<file path="src/rtl/morse_pkg.sv">
// Shared Morse definitions for the encoder and decoder blocks.
package morse_pkg;

    typedef enum logic [1:0] {
        S_IDLE = 2'd0,
        S_ON   = 2'd1,
        S_GAP  = 2'd2,
        S_DONE = 2'd3
    } morse_state_t;

    localparam logic SYM_DOT  = 1'b0;
    localparam logic SYM_LINE = 1'b1;

    localparam int DOT_UNITS_DEF  = 1;
    localparam int LINE_UNITS_DEF = 3;
    localparam int GAP_UNITS_DEF  = 1;

endpackage

</file>
<file path="src/rtl/morse_unit_timer.sv">
// Emits a one-cycle unit_tick every UNIT_CYCLES clocks, counting from a clear.
module morse_unit_timer #(
    parameter int UNIT_CYCLES = 12_500_000
) (
    input  logic clock,
    input  logic resetn,
    input  logic clear,
    output logic unit_tick
);

    localparam int CW = (UNIT_CYCLES > 1) ? $clog2(UNIT_CYCLES) : 1;
    localparam logic [CW-1:0] LAST = CW'(UNIT_CYCLES - 1);

    logic [CW-1:0] cnt;
    logic [CW-1:0] cur;

    // clear marks the first cycle of a new interval, which is count zero
    assign cur       = clear ? '0 : cnt;
    assign unit_tick = (cur == LAST);

    always_ff @(posedge clock) begin
        if (!resetn)
            cnt <= '0;
        else if (cur == LAST)
            cnt <= '0;
        else
            cnt <= cur + 1'b1;
    end

endmodule

</file>
<file path="src/rtl/morse_encoder.sv">
// Plays a latched Morse letter on morse_out with dot/line/gap timing in clock units.
module morse_encoder
    import morse_pkg::*;
#(
    parameter int UNIT_CYCLES = 12_500_000,
    parameter int MAX_LEN     = 4,
    parameter int DOT_UNITS   = DOT_UNITS_DEF,
    parameter int LINE_UNITS  = LINE_UNITS_DEF,
    parameter int GAP_UNITS   = GAP_UNITS_DEF
) (
    input  logic                         clock,
    input  logic                         resetn,
    input  logic                         start,
    input  logic [MAX_LEN-1:0]           code,
    input  logic [$clog2(MAX_LEN+1)-1:0] code_len,
    output logic                         morse_out,
    output logic                         busy,
    output logic                         done
);

    localparam int LW   = $clog2(MAX_LEN + 1);
    localparam int MAXU = (LINE_UNITS > DOT_UNITS)
                        ? ((LINE_UNITS > GAP_UNITS) ? LINE_UNITS : GAP_UNITS)
                        : ((DOT_UNITS > GAP_UNITS) ? DOT_UNITS : GAP_UNITS);
    localparam int UW   = $clog2(MAXU + 1);

    morse_state_t       state;
    logic [MAX_LEN-1:0] sym;
    logic [LW-1:0]      idx;
    logic [LW-1:0]      len;
    logic [LW-1:0]      len_c;
    logic [UW-1:0]      units;
    logic [UW-1:0]      need;
    logic               clear;
    logic               tick;
    logic               last_unit;

    morse_unit_timer #(.UNIT_CYCLES(UNIT_CYCLES)) u_timer (
        .clock     (clock),
        .resetn    (resetn),
        .clear     (clear),
        .unit_tick (tick)
    );

    assign len_c = (code_len > LW'(MAX_LEN)) ? LW'(MAX_LEN) : code_len;

    // The current symbol is always sym[0]; the register shifts once per symbol.
    always_comb begin
        need = UW'(GAP_UNITS);
        if (state == S_ON)
            need = (sym[0] == SYM_LINE) ? UW'(LINE_UNITS) : UW'(DOT_UNITS);
    end

    assign last_unit = tick && (units == need - 1'b1);

    always_ff @(posedge clock) begin
        if (!resetn) begin
            state <= S_IDLE;
            sym   <= '0;
            idx   <= '0;
            len   <= '0;
            units <= '0;
            clear <= 1'b0;
        end else begin
            clear <= 1'b0;
            case (state)
                S_IDLE: begin
                    units <= '0;
                    if (start) begin
                        sym   <= code;
                        len   <= len_c;
                        idx   <= '0;
                        clear <= 1'b1;
                        state <= (len_c == '0) ? S_DONE : S_ON;
                    end
                end
                S_ON: begin
                    if (last_unit) begin
                        units <= '0;
                        clear <= 1'b1;
                        state <= S_GAP;
                    end else if (tick) begin
                        units <= units + 1'b1;
                    end
                end
                S_GAP: begin
                    if (last_unit) begin
                        units <= '0;
                        clear <= 1'b1;
                        if (idx == len - 1'b1) begin
                            state <= S_DONE;
                        end else begin
                            idx   <= idx + 1'b1;
                            sym   <= sym >> 1;
                            state <= S_ON;
                        end
                    end else if (tick) begin
                        units <= units + 1'b1;
                    end
                end
                S_DONE:  state <= S_IDLE;
                default: state <= S_IDLE;
            endcase
        end
    end

    assign morse_out = (state == S_ON);
    assign busy      = (state != S_IDLE);
    assign done      = (state == S_DONE);

endmodule

</file>
<file path="config.mk">
export PLATFORM = sky130hd
export DESIGN_NAME = morse_encoder
export DESIGN_NICKNAME = d
export VERILOG_FILES = /design/src/rtl/morse_pkg.sv /design/src/rtl/morse_unit_timer.sv /design/src/rtl/morse_encoder.sv
export SDC_FILE = /design/constraint.sdc
export NUM_CORES = 1
export LEC_CHECK = 0
export CAP_MARGIN = 20
export CELL_PAD_IN_SITES_DETAIL_PLACEMENT = 1
export CELL_PAD_IN_SITES_GLOBAL_PLACEMENT = 1
export CORE_ASPECT_RATIO = 0.5
export CORE_UTILIZATION = 45
export DETAILED_ROUTE_END_ITERATION = 6
export PLACE_DENSITY = 0.82
export SYNTH_ARGS = -nofsm -noshare
export SYNTH_HDL_FRONTEND = slang
export SYNTH_HIERARCHICAL = 1
export SYNTH_SLANG_ARGS = --single-unit
</file>
<file path="constraint.sdc">
create_clock -name clock -period 3.1 [get_ports clock]
set_input_delay 0.62 -clock clock [delete_from_list [all_inputs] [get_ports clock]]
set_output_delay 0.62 -clock clock [all_outputs]
set_load 0.02 [all_outputs]
</file>
==> results.cfg <==
[run_status]
status = finished, final reports clean

[synthesis]
synth_ff_type = dfxtp_1
synth_cell_types = 55
synth-async-reset-ratio = 0
synth_area_sq_mm = 0.00225
ys_warn_count = 6
syn_area_per_cell_sq_um = 8.59
synth.area.top_cells = dfxtp_1, nand2_1, ha_1
synth_edf_count = 0
synth_seq_cells = 39
netlist_instances = 262
yosys.area.top_type = dfxtp_1
synth_fp_nets = 280
yosysSeqAreaShare = 0.347
synth_top_cell_area_share = 0.347

[critical_path]
ff2ff_setup_slack_ns = 0.32
crit_path_start_kind = flip-flop
path_cells = nor2b_1, ha_1, nand4_1, nand4bb_1, nor4_1, buf_4, and2b_1, a31oi_1, or4_1, and3_1
rr_endpoint = state[0]$_SDFFE_PN0P_
crit_path_max_fanout = 7
worstPathRequired_ns = 3.30
crit_family = simple AND/OR/NAND/NOR gates
cp.buffers_inverters = 1
critPathCaptureType = flip-flop
slowest_delay_ns = 0.41
worst-r2r-cell-count = 10
path_class = reg -> reg
cp.arrival_ns = 2.98
slowest_stage = or4_1
r2r_start = u_timer/cnt[0]$_SDFF_PP0_

[placed_design]
placedCellCount = 336
io_buffers = 12
gp_congestion = 0.857
place_hpwl_mm = 4.18
dp_slack_ns = 0.352

[clock_tree]
clkTransAtPathRegs_ns = 0.09
clockRootBuffer = clkbuf_8
cts_tree = done
htreeDepth = 2
clockBufferDepth = 2
cts_buffers = 5
cts_sinks = 39
post_cts_buffers = 0
clk_latency_ns = 0.30
cts_resized = 0
cts-hold-fix-buffers = 0

[routing]
drt-vias-per-instance = 5.75
first_pass_iters = 4
drc = 0
dr.first_iter.drc_count = 69
ant_nets = 0
wl_per_cell_um = 16.0
dr_total_vias = 1979
wl_mm = 5.51

[grt]
globalRouteOverflowTotal = 0
first_global_vias = 2002
grt_max_degree = 26
grt_pass1_wl_mm = 9.29
grt_use_total = 0.232
antenna_found_initial = 0

[timing]
min_period_over_period = 0.896
timing.fmax_mhz = 360
slew_violations = 0
min_period_ns = 2.78
setup_violations = 0
hold_viol = 0
setup_ws_ns = 0.323
whs_ns = 0.467
rsz0062_at_grt = false
fin_skew_ns = 0.0120
fin_tns_setup_ns = 0
relSlewSlack = 0.532
tightest_slew_ns = 0.692

[floorplan]
die_area_sq_mm = 0.00531
core_sq_mm = 0.00459
rows = 17
ioPinCount = 13
die_h_um = 52.0
start_util = 0.490
die_x_um = 102

[power_and_ir_drop]
power_density_mw_per_mm2 = 593
peakVddDrop_mv = 0.311
leakagePower_nw = 0.898

[layout]
drive_gt1_frac = 0.101
area_delta_synth_final_pct = 13.7
layout_commonest_cell = dfxtp_1
nets = 295
multi_input_area_sq_mm = 0.00139
regArea_sq_um = 781
n_antenna_cell = 0
fillers = 567
final_cells = 344
layout.cells.most_common_list = dfxtp_1, nand2_1, nor2_1

[min_path]
hold_end = sym[3]$_SDFFE_PN0P_
holdCritStartpoint = sym[3]$_SDFFE_PN0P_
worstHoldPathCells = 2
hold_class = reg -> reg

[flow_run]
max-cap-violations = 0
## routing by layer
layer	track usage	vias to the layer above	part of all wire
met5	0	-	0
met4	0.0381	0	0.0025
met3	0.0645	2	0.032
met2	0.423	25	0.50
met1	0.278	975	0.47
li1	-	977	-
## metrics by stage
step	cell area [sq um]	total power (W)	util
after detailed placement	2450	0.00114	0.534
after CTS	2560	0.00154	0.557
after global routing	2560	0.00162	0.557
after floorplan	2250	0.000985	-
after global placement	2450	0.00111	0.534
final	2560	0.00152	0.557
## cells in the mapped netlist, types with 2 or more instances
library cell  instances
nand4_2               2
o311ai_0              2
or3_1                 8
buf_2                 2
and4b_1               2
clkbuf_1              7
or4_1                 5
ha_1                  8
nand3_1              11
xnor2_1               7
and3_1                2
nand4_1               5
nor4_1                3
inv_1                11
and2_1                2
nor2_1               17
nand2b_1              4
nand2_1              28
o21ai_0               9
dfxtp_1              39
o211ai_1              2
nand3b_1              4
mux2_2                3
nand4bb_1             2
a21boi_0              3
a21oi_1              15
nor3b_1               2
o31ai_1               4
nand4b_1              3
xor2_1                5
nor2b_1              13
nor3_1                3
mux2i_1               6
and3b_1               2
## report_power, final
| part | switching, W | internal (W) |
|---|---|---|
| combinational | 0.000302 | 0.000228 |
| sequential | 0.0000430 | 0.000553 |
| clock | 0.000188 | 0.000203 |
| total | 0.000533 | 0.000984 |
## flip-flops by register name, summed over array words and instances, names as in the netlist
| name | cells |
|---|---|
| clear | 1 |
| u_timer/cnt | 24 |
| sym | 4 |
| idx | 3 |
| units | 2 |
| len | 3 |
| state | 2 |
## worst min-delay path: stages (launching register included)
cell     delay, ns
dfxtp_1       0.31
nand2_1       0.05
mux2i_1       0.06
## cell families (layout without fill, tap and decap cells)
family	Yosys count	after routing	synth area share
DFF	39	39	0.347
adders and majority gates	8	8	0.0445
buffers and inverters	20	36	0.0345
xor gates and xnor gates	13	13	0.0567
and+or+nand+nor	127	127	0.335
AOI/OAI and AO/OA	46	46	0.141
muxes	9	9	0.0417
## area by class of cell
| type | instances | share of cell area |
|---|---|---|
| Clock inverter | 1 | 0.00293 |
| Clock buffer | 7 | 0.0377 |
| Multi-Input combinational cell | 203 | 0.544 |
| Tap cell | 66 | 0.0323 |
| Inverter | 11 | 0.0161 |
| Timing Repair Buffer | 17 | 0.0616 |
| Sequential cell | 39 | 0.305 |
## worst max path at each step
stage | slack (ns) | endpoint | depth (start not counted) | startpoint
after floorplan | 0.23 | state[0]$_SDFFE_PN0P_ | 11 | clear$_SDFF_PN0_
after global placement | 0.54 | state[0]$_SDFFE_PN0P_ | 10 | u_timer/cnt[0]$_SDFF_PP0_
after detailed placement | 0.35 | state[0]$_SDFFE_PN0P_ | 10 | u_timer/cnt[0]$_SDFF_PP0_
after CTS | 0.31 | state[0]$_SDFFE_PN0P_ | 10 | u_timer/cnt[0]$_SDFF_PP0_
after global routing | 0.14 | state[0]$_SDFFE_PN0P_ | 10 | u_timer/cnt[0]$_SDFF_PP0_
final | 0.32 | state[0]$_SDFFE_PN0P_ | 10 | u_timer/cnt[0]$_SDFF_PP0_
No activity file was read; power rests on OpenSTA's default activity.
==> RTL edit 1: new RTL, same flow settings <==
Set the parameter `MAX_LEN` to 8 (it was 4).
--- a/src/rtl/morse_encoder.sv
+++ b/src/rtl/morse_encoder.sv
@@ -3,7 +3,7 @@
     import morse_pkg::*;
 #(
     parameter int UNIT_CYCLES = 12_500_000,
-    parameter int MAX_LEN     = 4,
+    parameter int MAX_LEN     = 8,
     parameter int DOT_UNITS   = DOT_UNITS_DEF,
     parameter int LINE_UNITS  = LINE_UNITS_DEF,
     parameter int GAP_UNITS   = GAP_UNITS_DEF
Ports: changed (resized code and code_len); port bits go from 13 to 18. No check against the original RTL was run, so the function may have changed too.
==> RTL edit 1 against the unedited design <==
Wire length up 22%; worst setup slack better by 0.050 ns; area after synthesis up 12%; total power up 11%; final area up 14%; synthesized cell count up 13%; global-route usage up 2.2 points; critical path depth unchanged; sequential cell count up 6.
==> RTL edit 1: results (changes against the unedited design) <==
[sta]
tightest_slew_ns=0.705  ; +0.0131 ns
holdWs_ns=0.484  ; +0.0174 ns
clock.fmax_mhz=367  ; +1.8%
setup_viol=0  ; unchanged
finClkSkew_ns=0.00966  ; -0.00234 ns

[global_routing]
grt_pass1_vias=2371  ; +18%
grt_max_degree=19  ; -27%
grt_first_pass_wirelength_mm=11.4  ; +22%
grt_use_total=0.254  ; +0.0224

[placement]
dpl_cell_area_mm2=0.00279  ; +14%
dp_cells=379  ; +13%
portBuffers=17  ; +5
gp_congestion=0.814  ; -5.0%
hpwl_mm=4.99  ; +19%

[worst_setup_path]
critPathMaxFanout=10  ; +3
max_stage_delay_ns=0.38  ; -0.03 ns
critical-path-top-delay-family=simple AND/OR/NAND/NOR gates
reg2reg_slack_ns=0.37  ; +0.05 ns
crit_slowest_cell=dfxtp_1
crit_arrival_ns=2.97  ; about the same

[routing]
first_iter_violations=66  ; -4.3%
wl_met1_mm=3.06  ; +18%
wl_met3_um=307  ; +76%
wl_mm=6.72  ; +22%
route.met2.wl_mm=3.24  ; +19%
vias=2319  ; +17%

[synthesis]
syn_nets=318  ; +14%
ys_warn_count=6  ; unchanged
yosysSeqAreaShare=0.356  ; +0.00940
syn-instance-count=296  ; +13%
synth_cell_type_count=54  ; -1.8%
synth.area.top_cells=dfxtp_1 (36%), a21oi_1 (5.1%), mux2i_1 (3.6%)
synth_edf_count=0  ; unchanged
synth_common_cells=dfxtp_1 (45), a21oi_1 (26), nand2_1 (23)

[finish]
n_antenna_cell=0  ; unchanged
fill_cells=640  ; +13%
stdcell_count=387  ; +13%
reg_top3=u_timer/cnt x24, sym x8
drive_above_1_share=0.0978  ; -0.00293
layout.nets=338  ; +15%

[min_path]
worstHoldPathType=flop to flop
holdPathStages=2  ; unchanged

[outcome]
status=completed

[clock_network]
cts_setup_buffers=0  ; unchanged
clock_latency_ns=0.31
cts.clk_slew.worst_paths_ns=0.10
ctsLongestPathBuffers=2  ; unchanged
cts_root_buffer=clkbuf_8
cts_max_level=2  ; unchanged

[power_and_ir_drop]
max-vdd-ir-drop_uv=411  ; +32%
p_leak_nw=0.966  ; +7.6%

## RTL edit 1: cell count changes in the layout (fill, tap and decap cells not counted), sizes merged, moves of 4 or more
| cell | unedited run | this run |
|---|---|---|
| a211oi | 0 | 11 |
| a21oi | 17 | 27 |
| dfxtp | 39 | 45 |
| clkdlybuf4s50 | 12 | 17 |
| nand2 | 28 | 24 |
## RTL edit 1: power breakdown
part           total [mW]  switching (mW)  internal (mW)  leakage (nW)
combinational       0.469           0.273          0.196         0.533
clock               0.542           0.222          0.320        0.0681
sequential          0.674          0.0421          0.632         0.366
## RTL edit 1: repair_timing
action	4_1_cts	5_1_grt
hold buffers	0	0
hold endpoints to repair	0	0
resized for setup	0	1
endpoints found under the setup margin	0	2
## RTL edit 1: worst paths after layout
| check | endpoint | startpoint |
|---|---|---|
| max | idx[1] | u_timer/cnt[0] |
| min | sym[7] | sym[7] |
| max reg2reg | idx[1] | u_timer/cnt[0] |
| min reg2reg | sym[7] | sym[7] |
## RTL edit 1: logic make-up after synthesis
kind of cell	after synthesis	share of synthesized area
DFF	45	0.356
and+or+nand+nor	131	0.302
AOI/OAI and AO/OA	65	0.172
buffers and inverters	23	0.0381
muxes	9	0.0356
adders and majority gates	7	0.0346
xor gates and xnor gates	16	0.0614
## RTL edit 1: layout make-up
type / count / area, um^2 / area share
clock buffer: 5 / 68.8 / 0.0235
clock inverter: 3 / 65.1 / 0.0222
inverter: 12 / 45.0 / 0.0154
multi-input combinational: 228 / 1540 / 0.525
sequential: 45 / 901 / 0.308
tap: 70 / 87.6 / 0.0299
timing repair buffer: 24 / 223 / 0.0761
## RTL edit 1: routing by layer
layer | vias up | global-route usage
met3 | 15 | 0.0621
met5 | - | 0
met4 | 0 | 0.0868
met1 | 1133 | 0.305
li1 | 1124 | -
met2 | 47 | 0.462
==> RTL edit 2: new RTL, same flow settings <==
Made on the original files. Register the outputs `morse_out`, `busy` and `done`, cleared by the reset; this adds one clock of latency there.
--- a/src/rtl/morse_encoder.sv
+++ b/src/rtl/morse_encoder.sv
@@ -104,9 +104,17 @@
         end
     end
 
-    assign morse_out = (state == S_ON);
-    assign busy      = (state != S_IDLE);
-    assign done      = (state == S_DONE);
+    always_ff @(posedge clock) begin
+        if (!resetn) begin
+            morse_out <= '0;
+            busy      <= '0;
+            done      <= '0;
+        end else begin
+            morse_out <= (state == S_ON);
+            busy      <= (state != S_IDLE);
+            done      <= (state == S_DONE);
+        end
+    end
 
 endmodule
 
Behaviour: not the same (Yosys sat finds a counterexample within 4 cycles, from zero or initial values and one cycle with resetn low).
==> RTL edit 2 against the unedited design <==
Sequential cell count is 3 higher; total power is 4.5% higher; via count is 1.5% higher; wire length is 3.2% higher; worst setup slack worse by 0.080 ns; area after synthesis is 2.5% higher; clock power is 11% higher; final area is 2.2% higher; core utilization is 0.47 points higher; critical endpoint unchanged; largest cell class unchanged; highest routed layer unchanged.
==> RTL edit 2: results (changes against the unedited design) <==
[global_routing]
grt_pass1_vias=2046  ; +2.2%
grt_max_degree=23  ; -12%
grt_first_pass_wirelength_mm=9.75  ; +5.0%
grt_use_total=0.240  ; +0.00767
grt_antenna_before_repair=0  ; unchanged

[finish]
layout.nets=301  ; +2.0%
reg_top3=u_timer/cnt x24, sym x4
n_antenna_cell=0  ; unchanged
fill_cells=565  ; -0.35%
drive_above_1_share=0.0845  ; -0.0162

[sta]
finClkSkew_ns=0.00611  ; -0.00589 ns
tns_ns=0  ; unchanged
slew-limit-headroom=0.505  ; -0.0273

[power_and_ir_drop]
max-vdd-ir-drop_uv=254  ; -18%
p_leak_nw=0.926  ; +3.2%

[synthesis]
synthArstFlopShare=0  ; unchanged
synth_common_cells=dfxtp_1 (42), nand2_1 (28), nor2_1 (22)
synth-main-ff-cell=dfxtp_1
yosysSeqAreaShare=0.364  ; +0.0176
synth_cell_type_count=54  ; -1.8%
syn_nets=287  ; +2.5%
synth.area.top_cells=dfxtp_1 (36%), nand2_1 (4.6%), ha_1 (4.3%)

[clock_network]
clock_latency_ns=0.30  ; about the same
cts_max_level=2  ; unchanged
cts.clk_slew.worst_paths_ns=0.08
cts_root_buffer=clkbuf_8
ctsLongestPathBuffers=2  ; unchanged

[worst_setup_path]
crit_slowest_cell=or4_1
critPathMaxFanout=7  ; unchanged
critical-path-top-delay-family=simple AND/OR/NAND/NOR gates
max_stage_delay_ns=0.43  ; +0.02 ns

[min_path]
worstHoldPathType=flop to flop

[placement]
dpl_cell_area_mm2=0.00250  ; +2.0%
gp_congestion=0.818  ; -4.5%
hpwl_mm=4.11  ; -1.8%
post-place-ws_ns=0.197  ; -0.156 ns

[routing]
viasPerCell=5.74  ; -0.22%
first_pass_iters=4  ; unchanged
wl_mm=5.69  ; +3.2%
first_iter_violations=48  ; -30%

[outcome]
status=completed

## RTL edit 2: worst paths after layout
| kind | start | to | slack, ns | cells past startpoint |
|---|---|---|---|---|
| max | u_timer/cnt[0] | state[0] | 0.24 | 9 |
| max reg2reg | u_timer/cnt[0] | state[0] | 0.24 | 9 |
| min reg2reg | len[2] | len[2] | 0.47 | 2 |
| min | len[2] | len[2] | 0.47 | 2 |
## RTL edit 2: stage by stage
stage | total power [mW] | std cells
after floorplan | 1.01 | 269
final | 1.59 | 350
after CTS | 1.60 | 350
after global placement | 1.13 | 342
after global routing | 1.68 | 350
after detailed placement | 1.15 | 342
## RTL edit 2: where the power goes
group | switching [mW] | total, mW | internal, mW
Sequential | 0.0424 | 0.644 | 0.601
Combinational | 0.297 | 0.509 | 0.212
Clock | 0.192 | 0.433 | 0.241
Total | 0.531 | 1.59 | 1.05
## RTL edit 2: area by class of cell
cell class	instances	area, um^2	share of cell area
Timing Repair Buffer	16	150	0.0574
Clock buffer	7	76.3	0.0292
Clock inverter	1	30.0	0.0115
Tap cell	66	82.6	0.0316
Multi-Input combinational cell	207	1400	0.533
Inverter	11	41.3	0.0158
Sequential cell	42	841	0.321
## RTL edit 2: cell families after synthesis
logic type / share of synthesized area
AND/OR/NAND/NOR: 0.330
AO/OA/AOI/OAI: 0.132
flip-flops: 0.364
buffers and inverters: 0.0336
XOR/XNOR: 0.0553
multiplexers: 0.0407
adder cells (fa/ha/maj): 0.0434
## RTL edit 2: worst reg2reg max path, cell delays in order (launching register included)
cell,delay (ns)
dfxtp_1,0.37
nor2b_1,0.21
ha_1,0.24
nand4_1,0.27
nand4bb_1,0.29
nor4_2,0.32
and2b_1,0.27
a31oi_1,0.19
or4_1,0.43
and3_1,0.19
## RTL edit 2: routing by layer
metal / vias to the layer above / global-route usage / share of wire
li1: 991 / - / -
met1: 972 / 0.297 / 0.49
met2: 39 / 0.427 / 0.46
met3: 7 / 0.0520 / 0.041
met4: 0 / 0.0587 / 0.0074
met5: - / 0 / 0
## RTL edit 2: what timing repair did
action | CTS | global route
gates resized for setup | 0 | 1
hold endpoints to repair | 0 | 0
hold buffers | 0 | 0
setup endpoints to repair | 0 | 2
